<file path="src/rtl/video_pattern_pkg.sv">
// Shared encodings and helpers for the test-pattern scheduler.
package video_pattern_pkg;

   typedef enum logic [1:0] {
      StOff    = 2'd0,
      StManual = 2'd1,
      StAuto   = 2'd2
   } state_e;

   localparam logic [1:0] AddrCtrl    = 2'd0;
   localparam logic [1:0] AddrDwell   = 2'd1;
   localparam logic [1:0] AddrPattern = 2'd2;
   localparam logic [1:0] AddrStatus  = 2'd3;

   localparam int unsigned CtrlEnBit   = 0;
   localparam int unsigned CtrlAutoBit = 1;
   localparam int unsigned CtrlStepBit = 2;

   function automatic logic [2:0] wrap_inc(input logic [2:0] idx, input int unsigned num);
      if (32'(idx) >= num - 1) return 3'd0;
      return idx + 3'd1;
   endfunction

endpackage

</file>
<file path="src/rtl/frame_dwell_counter.sv">
// Counts frames against the dwell setting and flags when the pattern should advance.
module frame_dwell_counter #(
   parameter int unsigned DWELL_W = 8
) (
   input  logic               clk,
   input  logic               rst,
   input  logic               tick_i,
   input  logic               clear_i,
   input  logic [DWELL_W-1:0] dwell_i,
   output logic               advance_o
);

   logic [DWELL_W-1:0] cnt_q;
   logic [DWELL_W-1:0] limit;

   // A dwell of zero behaves like one: advance on every tick.
   assign limit     = (dwell_i == '0) ? '0 : dwell_i - DWELL_W'(1);
   assign advance_o = tick_i && (cnt_q >= limit);

   always_ff @(posedge clk) begin
      if (rst || clear_i) begin
         cnt_q <= '0;
      end else if (tick_i) begin
         cnt_q <= advance_o ? '0 : cnt_q + DWELL_W'(1);
      end
   end

endmodule

</file>
<file path="src/rtl/video_pattern_scheduler.sv">
// Frame-synchronous test-pattern sequencer with host-visible shadow registers.
module video_pattern_scheduler
   import video_pattern_pkg::*;
#(
   parameter int unsigned NUM_PATTERNS  = 8,
   parameter int unsigned DWELL_W       = 8,
   parameter int unsigned DEFAULT_DWELL = 60
) (
   input  logic       clk,
   input  logic       rst,
   input  logic       frame_start,
   input  logic       cfg_we,
   input  logic [1:0] cfg_addr,
   input  logic [7:0] cfg_wdata,
   output logic [7:0] cfg_rdata,
   output logic       cfg_ack,
   output logic [2:0] pattern_sel,
   output logic       pattern_enable,
   output logic       pattern_changed
);

   state_e             state_q, state_d;
   logic               en_sh_q, auto_sh_q, step_pend_q;
   logic [2:0]         pat_sh_q;
   logic [DWELL_W-1:0] dwell_sh_q;
   logic [2:0]         sel_d;
   logic               en_d, step_clr, pat_step, stay_auto, advance;

   assign stay_auto = frame_start && en_sh_q && auto_sh_q && (state_q == StAuto);

   frame_dwell_counter #(
      .DWELL_W (DWELL_W)
   ) u_dwell (
      .clk       (clk),
      .rst       (rst),
      .tick_i    (stay_auto),
      .clear_i   (frame_start && !stay_auto),
      .dwell_i   (dwell_sh_q),
      .advance_o (advance)
   );

   // Decisions use shadow values as registered, before any same-cycle write.
   always_comb begin
      state_d  = state_q;
      sel_d    = pattern_sel;
      en_d     = pattern_enable;
      step_clr = 1'b0;
      pat_step = 1'b0;
      if (frame_start) begin
         if (!en_sh_q) begin
            state_d  = StOff;
            en_d     = 1'b0;
            step_clr = 1'b1;
         end else if (!auto_sh_q) begin
            state_d = StManual;
            en_d    = 1'b1;
            if (step_pend_q) begin
               sel_d    = wrap_inc(pat_sh_q, NUM_PATTERNS);
               pat_step = 1'b1;
               step_clr = 1'b1;
            end else begin
               sel_d = pat_sh_q;
            end
         end else begin
            state_d  = StAuto;
            en_d     = 1'b1;
            step_clr = 1'b1;
            if (state_q != StAuto) begin
               sel_d = pat_sh_q;
            end else if (advance) begin
               sel_d = wrap_inc(pattern_sel, NUM_PATTERNS);
            end
         end
      end
   end

   always_ff @(posedge clk) begin
      if (rst) begin
         state_q         <= StOff;
         pattern_sel     <= 3'd0;
         pattern_enable  <= 1'b0;
         pattern_changed <= 1'b0;
         cfg_ack         <= 1'b0;
         cfg_rdata       <= 8'd0;
         en_sh_q         <= 1'b0;
         auto_sh_q       <= 1'b0;
         step_pend_q     <= 1'b0;
         pat_sh_q        <= 3'd0;
         dwell_sh_q      <= DWELL_W'(DEFAULT_DWELL);
      end else begin
         state_q         <= state_d;
         pattern_sel     <= sel_d;
         pattern_enable  <= en_d;
         pattern_changed <= frame_start && ((sel_d != pattern_sel) || (en_d != pattern_enable));
         cfg_ack         <= cfg_we;
         case (cfg_addr)
            AddrCtrl:    cfg_rdata <= {5'b0, step_pend_q, auto_sh_q, en_sh_q};
            AddrDwell:   cfg_rdata <= 8'(dwell_sh_q);
            AddrPattern: cfg_rdata <= {5'b0, pat_sh_q};
            AddrStatus:  cfg_rdata <= {3'b0, state_q, pattern_sel};
            default:     cfg_rdata <= 8'd0;
         endcase
         if (step_clr) step_pend_q <= 1'b0;
         if (pat_step) pat_sh_q <= sel_d;
         // Host writes land after the frame update so they win on collision.
         if (cfg_we) begin
            case (cfg_addr)
               AddrCtrl: begin
                  en_sh_q   <= cfg_wdata[CtrlEnBit];
                  auto_sh_q <= cfg_wdata[CtrlAutoBit];
                  if (cfg_wdata[CtrlStepBit]) step_pend_q <= 1'b1;
               end
               AddrDwell: dwell_sh_q <= DWELL_W'(cfg_wdata);
               AddrPattern: begin
                  if (32'(cfg_wdata) < NUM_PATTERNS) pat_sh_q <= cfg_wdata[2:0];
               end
               default: ;
            endcase
         end
      end
   end

endmodule

</file>
<file path="config.mk">
export PLATFORM = sky130hd
export DESIGN_NAME = video_pattern_scheduler
export DESIGN_NICKNAME = d
export VERILOG_FILES = /design/src/rtl/video_pattern_pkg.sv /design/src/rtl/frame_dwell_counter.sv /design/src/rtl/video_pattern_scheduler.sv
export SDC_FILE = /design/constraint.sdc
export NUM_CORES = 1
export LEC_CHECK = 0
export BUFFER_PORTS_ARGS = -buffer_cell sky130_fd_sc_hd__buf_4
export CAP_MARGIN = 40
export CORE_MARGIN = 1.5
export CORE_UTILIZATION = 30
export CTS_BUF_LIST = sky130_fd_sc_hd__clkbuf_4 sky130_fd_sc_hd__clkbuf_8 sky130_fd_sc_hd__clkbuf_16
export DETAILED_ROUTE_END_ITERATION = 8
export SETUP_SLACK_MARGIN = 0.05
export SLEW_MARGIN = 20
export SYNTH_ARGS = -nofsm -noshare
export SYNTH_HDL_FRONTEND = slang
export SYNTH_HIERARCHICAL = 1
export SYNTH_SLANG_ARGS = --single-unit
</file>
<file path="constraint.sdc">
create_clock -name clk -period 3.9 [get_ports clk]
set_input_delay 0.78 -clock clk [delete_from_list [all_inputs] [get_ports clk]]
set_output_delay 0.78 -clock clk [all_outputs]
set_load 0.05 [all_outputs]
</file>
==> flow_summary.ini, run 1 <==
[route]
drc = 0
first_pass_iters = 4
num_vias = 1933
wirelength_mm = 5.48
drt_iter0_drc = 77
viasPerCell = 5.05
wl_per_cell_um = 14.3
ant_nets = 0

[power_and_ir_drop]
p_leak_nw = 1.07
powerDensity_nw_per_um2 = 285
ir_worst_vdd_mv = 0.104

[setup_path]
path_cells = inv_1, ha_1, nand2_1, or4_4, nand2_1, ha_1, o21a_1, o2111ai_1, o22ai_4, nor2b_1, a211oi_2, nor4_1, nor4_1, a41oi_1
cp.arrival_ns = 3.48
crit_required_ns = 4.07
worstSetupStartpointType = register
cp-end-kind = register
worstPathMaxFanout = 16
crit_path_top_delay_cell = or4_4
cpPeakStageDelay_ns = 0.46
critPathKind = register to register

[sta]
report.final.setup_viol = 0
setup_tns_ns = 0
worst_slew_pin_slew_ns = 0.605
hold_viol = 0
clock_skew_ns = 0.00686
period_share_pct = 84.7
period_minus_slack_ns = 3.30
grt_setup_unrepaired = false
slew_viol_final = 0
max_freq_mhz = 303
relSlewSlack_pct = 59.6

[yosys]
synth_compound_area_share_pct = 13.5
synth_cell_type_count = 61
ys_ff_latch = 38
synth_top_family_by_area = simple AND/OR/NAND/NOR gates
synth_fa_ha_area_share_pct = 7.18
avgSynthCellArea_sq_um = 9.49
synth_top_cell_area_share_pct = 31.2
synth_nets = 285
synthXorXnorAreaFrac_pct = 3.95
synth.area.mux_share_pct = 8.31
syn_area_sq_um = 2440
synth_common_cells = 38 x dfxtp_1, 29 x nor2_1, 15 x nand2_1, 14 x ha_1, 12 x mux2i_1
seq_area_frac_synth_pct = 31.2
yosysTopAreaCell = dfxtp_1
synthFlopType = dfxtp_1
synthCells = 257
yosys.cell_count.top_type = dfxtp_1
ys_top_cells_by_area = dfxtp_1 31%, ha_1 7.2%, mux2i_1 4.9%
synth_edf_count = 0
synth-simple-area-share_pct = 30.3
async_flop_share_pct = 0
yosysWarningCount = 6

[run]
maxCapViolations = 0

[layout]
layout-drive-gt1-share_pct = 22.8
final_util_pct = 35.6
n_fill_cell = 810
area_delta_synth_final_pct = 14.0
fin_area_sq_um = 2780
diodes = 0
nNetsFinal = 308

[run_status]
outcome = finished clean

[floorplan]
die_w_um = 93.2
die_height_um = 93.2
core_sq_um = 7810
rows = 32
die_area_sq_um = 8680
initial_core_util_pct = 31.2
io_pins = 28

[clock_network]
clock_latency_ns = 0.30
cts_sinks = 38
cts_tree = built
clkTransAtPathRegs_ns = 0.08
cts_inserted_buffers = 5
cts_hold_buffers = 0
cts_root_buffer = clkbuf_8
cts-resized-gates = 0
clock_path_buffers = 2
htree_levels = 2
post_cts_buffers = 0

[global_routing]
grt_pass1_wl_mm = 9.07
grt-ovfl-total = 0
track_usage_pct = 13.4
grt_max_degree = 35
grt_pass1_vias = 1790
antenna_found_initial = 0

[placed_design]
place_area_sq_um = 2680
gp_congestion = 0.850
dp.final_hpwl_mm = 3.97
portBuffers = 27

[min_path]
hold_path.class = register to register
critical path: cells and delay by family, from the launching register on:
kind / cells / cell delay, ns
AO/OA/AOI/OAI: 5 / 1.16
adder cells (fa/ha/maj): 2 / 0.42
buffers and inverters: 1 / 0.09
flip-flops: 1 / 0.35
AND/OR/NAND/NOR: 6 / 1.15
flip-flops by register name, summed over array words and instances, names as in the netlist:
| register | cells |
|---|---|
| cfg_ack | 1 |
| en_sh_q | 1 |
| pattern_changed | 1 |
| auto_sh_q | 1 |
| step_pend_q | 1 |
| state_q | 2 |
| pattern_sel | 3 |
| pattern_enable | 1 |
| dwell_sh_q | 8 |
| cfg_rdata | 8 |
| u_dwell/cnt_q | 8 |
| pat_sh_q | 3 |
through the flow:
| stage | setup slack [ns] | instances | hold slack, ns | power, mW |
|---|---|---|---|---|
| global placement | 0.724 | 374 | 0.495 | 0.508 |
| global route | 0.247 | 383 | 0.530 | 0.831 |
| CTS | 0.563 | 382 | 0.518 | 0.803 |
| detailed placement | 0.598 | 374 | 0.503 | 0.509 |
| floorplan | 0.910 | 257 | 0.476 | 0.480 |
| finish | 0.596 | 383 | 0.520 | 0.792 |
layout make-up:
| cell class | count | area [sq um] | share of cell area, % |
|---|---|---|---|
| Timing Repair Buffer | 30 | 225 | 8.10 |
| Clock inverter | 2 | 12.5 | 0.450 |
| Multi-Input combinational cell | 197 | 1540 | 55.4 |
| Sequential cell | 38 | 761 | 27.4 |
| Clock buffer | 6 | 82.6 | 2.97 |
| Tap cell | 102 | 128 | 4.59 |
| Inverter | 8 | 30.0 | 1.08 |
layout by cell type (no fill, tap or decap), types with 3 or more instances in the layout:
cell and n:
nor2b_1 11, o21ai_1 3, nand4b_1 3, nor4_2 8, ha_1 14, clkbuf_8 6
nand2_1 15, buf_4 30, a211o_1 6, nand3_1 4, nor3_1 6, nand2b_1 7
nand4_1 3, nor4_1 4, o21ai_0 3, xnor2_1 5, nor3b_1 3, inv_1 8
dfxtp_1 38, a21oi_1 7, and2_1 5, mux2i_1 12, xor2_1 6, nor2_1 29
metal layers:
layer  vias to the layer above  share of wire, %  wire, um  GRT usage [%]
met5                         -                 0         0              0
met4                         0               1.7        92           4.42
met3                        10               4.3       236           3.90
met2                        43                46      2550           21.8
met1                       915                48      2610           17.0
li1                        965                 -         -              -
logic make-up after synthesis:
group	Yosys count
flops	38
compound gates	40
fa+ha+maj	14
buf+inv	22
xor+xnor	11
simple gates	116
mux	16
path summary, 6_finish.rpt:
| check | from | endpoint | slack, ns | cells after the start |
|---|---|---|---|---|
| hold / removal | pattern_enable$_SDFF_PP0_ | pattern_enable$_SDFF_PP0_ | 0.52 | 2 |
| setup / recovery | dwell_sh_q[0]$_SDFFE_PP0P_ | pattern_changed$_SDFF_PP0_ | 0.60 | 14 |
| setup reg to reg | dwell_sh_q[0]$_SDFFE_PP0P_ | pattern_changed$_SDFF_PP0_ | 0.60 | 14 |
| hold reg to reg | pattern_enable$_SDFF_PP0_ | pattern_enable$_SDFF_PP0_ | 0.52 | 2 |
report_power, final:
group | leakage, nW | switching [mW] | internal [mW] | total [mW]
Combinational | 0.714 | 0.0537 | 0.0392 | 0.0929
Sequential | 0.308 | 0.0111 | 0.396 | 0.407
Clock | 0.0472 | 0.150 | 0.142 | 0.292
Total | 1.07 | 0.214 | 0.578 | 0.792
Power figures use the tool's default switching activity.
==> inputs of run 2 (changes only) <==
==> constraint.sdc (replaced) <==
create_clock -name clk -period 3 [get_ports clk]
set_input_delay 0.6 -clock clk [delete_from_list [all_inputs] [get_ports clk]]
set_output_delay 0.6 -clock clk [all_outputs]
set_load 0.05 [all_outputs]
==> flow_summary.ini, run 2 (synthesis results as in run 1) <==
[global_routing]
grt_pass1_vias = 1880
antenna_found_initial = 0
grt-ovfl-total = 0
track_usage_pct = 14.0
grt_max_degree = 35
grt_pass1_wl_mm = 9.58

[sta]
grt_setup_unrepaired = true
setup_tns_ns = 0
period_minus_slack_ns = 2.97
max_freq_mhz = 337
period_share_pct = 99.0
worst_slew_pin_slew_ns = 0.637
hold_viol = 0
slew_viol_final = 0
relSlewSlack_pct = 57.5
report.final.setup_viol = 0
clock_skew_ns = 0.00875

[setup_path]
r2r_start = dwell_sh_q[2]$_SDFFE_PP1P_
cp-end-kind = register
crit_required_ns = 3.17
worstRegToRegCells = 13
cp.arrival_ns = 3.14
r2r-end = pattern_changed$_SDFF_PP0_
worstSetupStartpointType = register
worstPathMaxFanout = 5
critPathKind = register to register
reg2reg_slack_ns = 0.03

[layout]
regArea_sq_um = 763
fin_area_sq_um = 3000
diodes = 0
reg_top3 = cfg_rdata: 8 flops, dwell_sh_q: 8 flops, u_dwell/cnt_q: 8 flops
nNetsFinal = 323
final_common_cell = buf_4
final_util_pct = 38.4
layout-drive-gt1-share_pct = 32.1
final_cell_mix = 44 x buf_4, 36 x dfxtp_1, 29 x nor2_1
area_delta_synth_final_pct = 22.9
n_fill_cell = 782
multi_input_area_sq_um = 1630

[floorplan]
core_sq_um = 7810
die_w_um = 93.2
io_pins = 28
die_height_um = 93.2
initial_core_util_pct = 31.2
die_area_sq_um = 8680
rows = 32

[power_and_ir_drop]
p_leak_nw = 1.17
internal_power_mw = 0.819
powerDensity_nw_per_um2 = 368
pwr-share-seq_pct = 47.8
clockPowerShare_pct = 39.8
p_total_mw = 1.10
p_sw_share_pct = 25.8
p_comb_share_pct = 12.4
ir_worst_vdd_mv = 0.232
p_sw_mw = 0.285

[route]
drc = 0
drt_iter0_drc = 37
wl_per_cell_um = 14.7
viasPerCell = 5.13
num_vias = 2040
first_pass_iters = 4
ant_nets = 0
wirelength_mm = 5.86

[clock_network]
cts_tree = built
htree_levels = 2
cts_inserted_buffers = 5
clkTransAtPathRegs_ns = 0.08
clock_path_buffers = 2
cts_root_buffer = clkbuf_8
cts_sinks = 38
clock_latency_ns = 0.30

[min_path]
hold_path_depth = 2
hold_path.class = register to register
hp-start = auto_sh_q$_SDFFE_PP0P_
hold_path_end = state_q[1]$_SDFFE_PP0P_

[run_status]
outcome = finished clean

[placed_design]
gp_congestion = 0.881
place_area_sq_um = 2780
dp.final_hpwl_mm = 4.13
portBuffers = 27

[run]
maxCapViolations = 0
-- run 2: changes by cell type in the layout (fill, tap and decap cells not counted), sizes merged --
cell      change
clkinvlp      -1
buf          +15
clkinv        +1
clkbuf        -1
bufinv        +1
-- run 2: worst max-delay path by stage --
| stage | from | to | slack (ns) |
|---|---|---|---|
| global route | dwell_sh_q[2]$_SDFFE_PP1P_ | pattern_changed$_SDFF_PP0_ | -0.17 |
| floorplan | dwell_sh_q[0]$_SDFFE_PP0P_ | pattern_changed$_SDFF_PP0_ | 0.05 |
| detailed placement | dwell_sh_q[4]$_SDFFE_PP1P_ | pattern_changed$_SDFF_PP0_ | -0.07 |
| CTS | dwell_sh_q[2]$_SDFFE_PP1P_ | pattern_changed$_SDFF_PP0_ | -0.02 |
| global placement | dwell_sh_q[4]$_SDFFE_PP1P_ | pattern_changed$_SDFF_PP0_ | 0.01 |
| finish | dwell_sh_q[2]$_SDFFE_PP1P_ | pattern_changed$_SDFF_PP0_ | 0.03 |
-- run 2: cell type report --
cell class | count | share of cell area [%]
clock buffer | 5 | 2.30
sequential | 38 | 25.5
tap | 102 | 4.26
clock inverter | 3 | 1.34
inverter | 8 | 1.00
timing repair buffer | 45 | 11.4
multi-input combinational | 197 | 54.2
-- run 2: through the flow --
| step | setup slack, ns | hold WS, ns | instances |
|---|---|---|---|
| 2_1_floorplan | 0.0540 | 0.476 | 257 |
| 3_3_place_gp | 0.0140 | 0.491 | 385 |
| 3_5_place_dp | -0.0749 | 0.495 | 385 |
| 4_1_cts | -0.0153 | 0.507 | 397 |
| 5_1_grt | -0.170 | 0.521 | 398 |
| 6_report | 0.0307 | 0.508 | 398 |
-- run 2: repair_timing --
action | 4_1_cts | 5_1_grt
setup endpoints to repair | 1 | 3
hold endpoints to repair | 0 | 0
pin swaps | 8 | 7
setup buffers | 4 | 1
gates cloned | 0 | 0
hold buffers | 0 | 0
resized for setup | 6 | 10
-- run 2: power groups by stage --
stage	registers (mW)	logic (mW)	clock network, mW
6_report	0.527	0.137	0.440
5_1_grt	0.529	0.148	0.474
4_1_cts	0.527	0.135	0.450
3_5_place_dp	0.538	0.134	0
3_3_place_gp	0.538	0.133	0
2_1_floorplan	0.555	0.0702	0
-- run 2: critical path: stages, from the launching register on --
cell      delay [ns]
dfxtp_2         0.34
nor3_4          0.22
nand2_2         0.11
or4_4           0.46
nand2_2         0.10
ha_4            0.19
and3_4          0.19
a221oi_4        0.29
o22ai_4         0.13
buf_4           0.17
a211oi_4        0.27
nor4_1          0.09
nor4_2          0.15
a41oi_1         0.14
-- run 2: per-layer routing --
metal | part of all wire [%] | up-vias | global-route usage (%)
met5 | 0 | - | 0
met1 | 49 | 1000 | 19.2
met2 | 47 | 33 | 22.1
met3 | 3.3 | 7 | 2.68
met4 | 1.0 | 0 | 4.17
li1 | - | 1000 | -
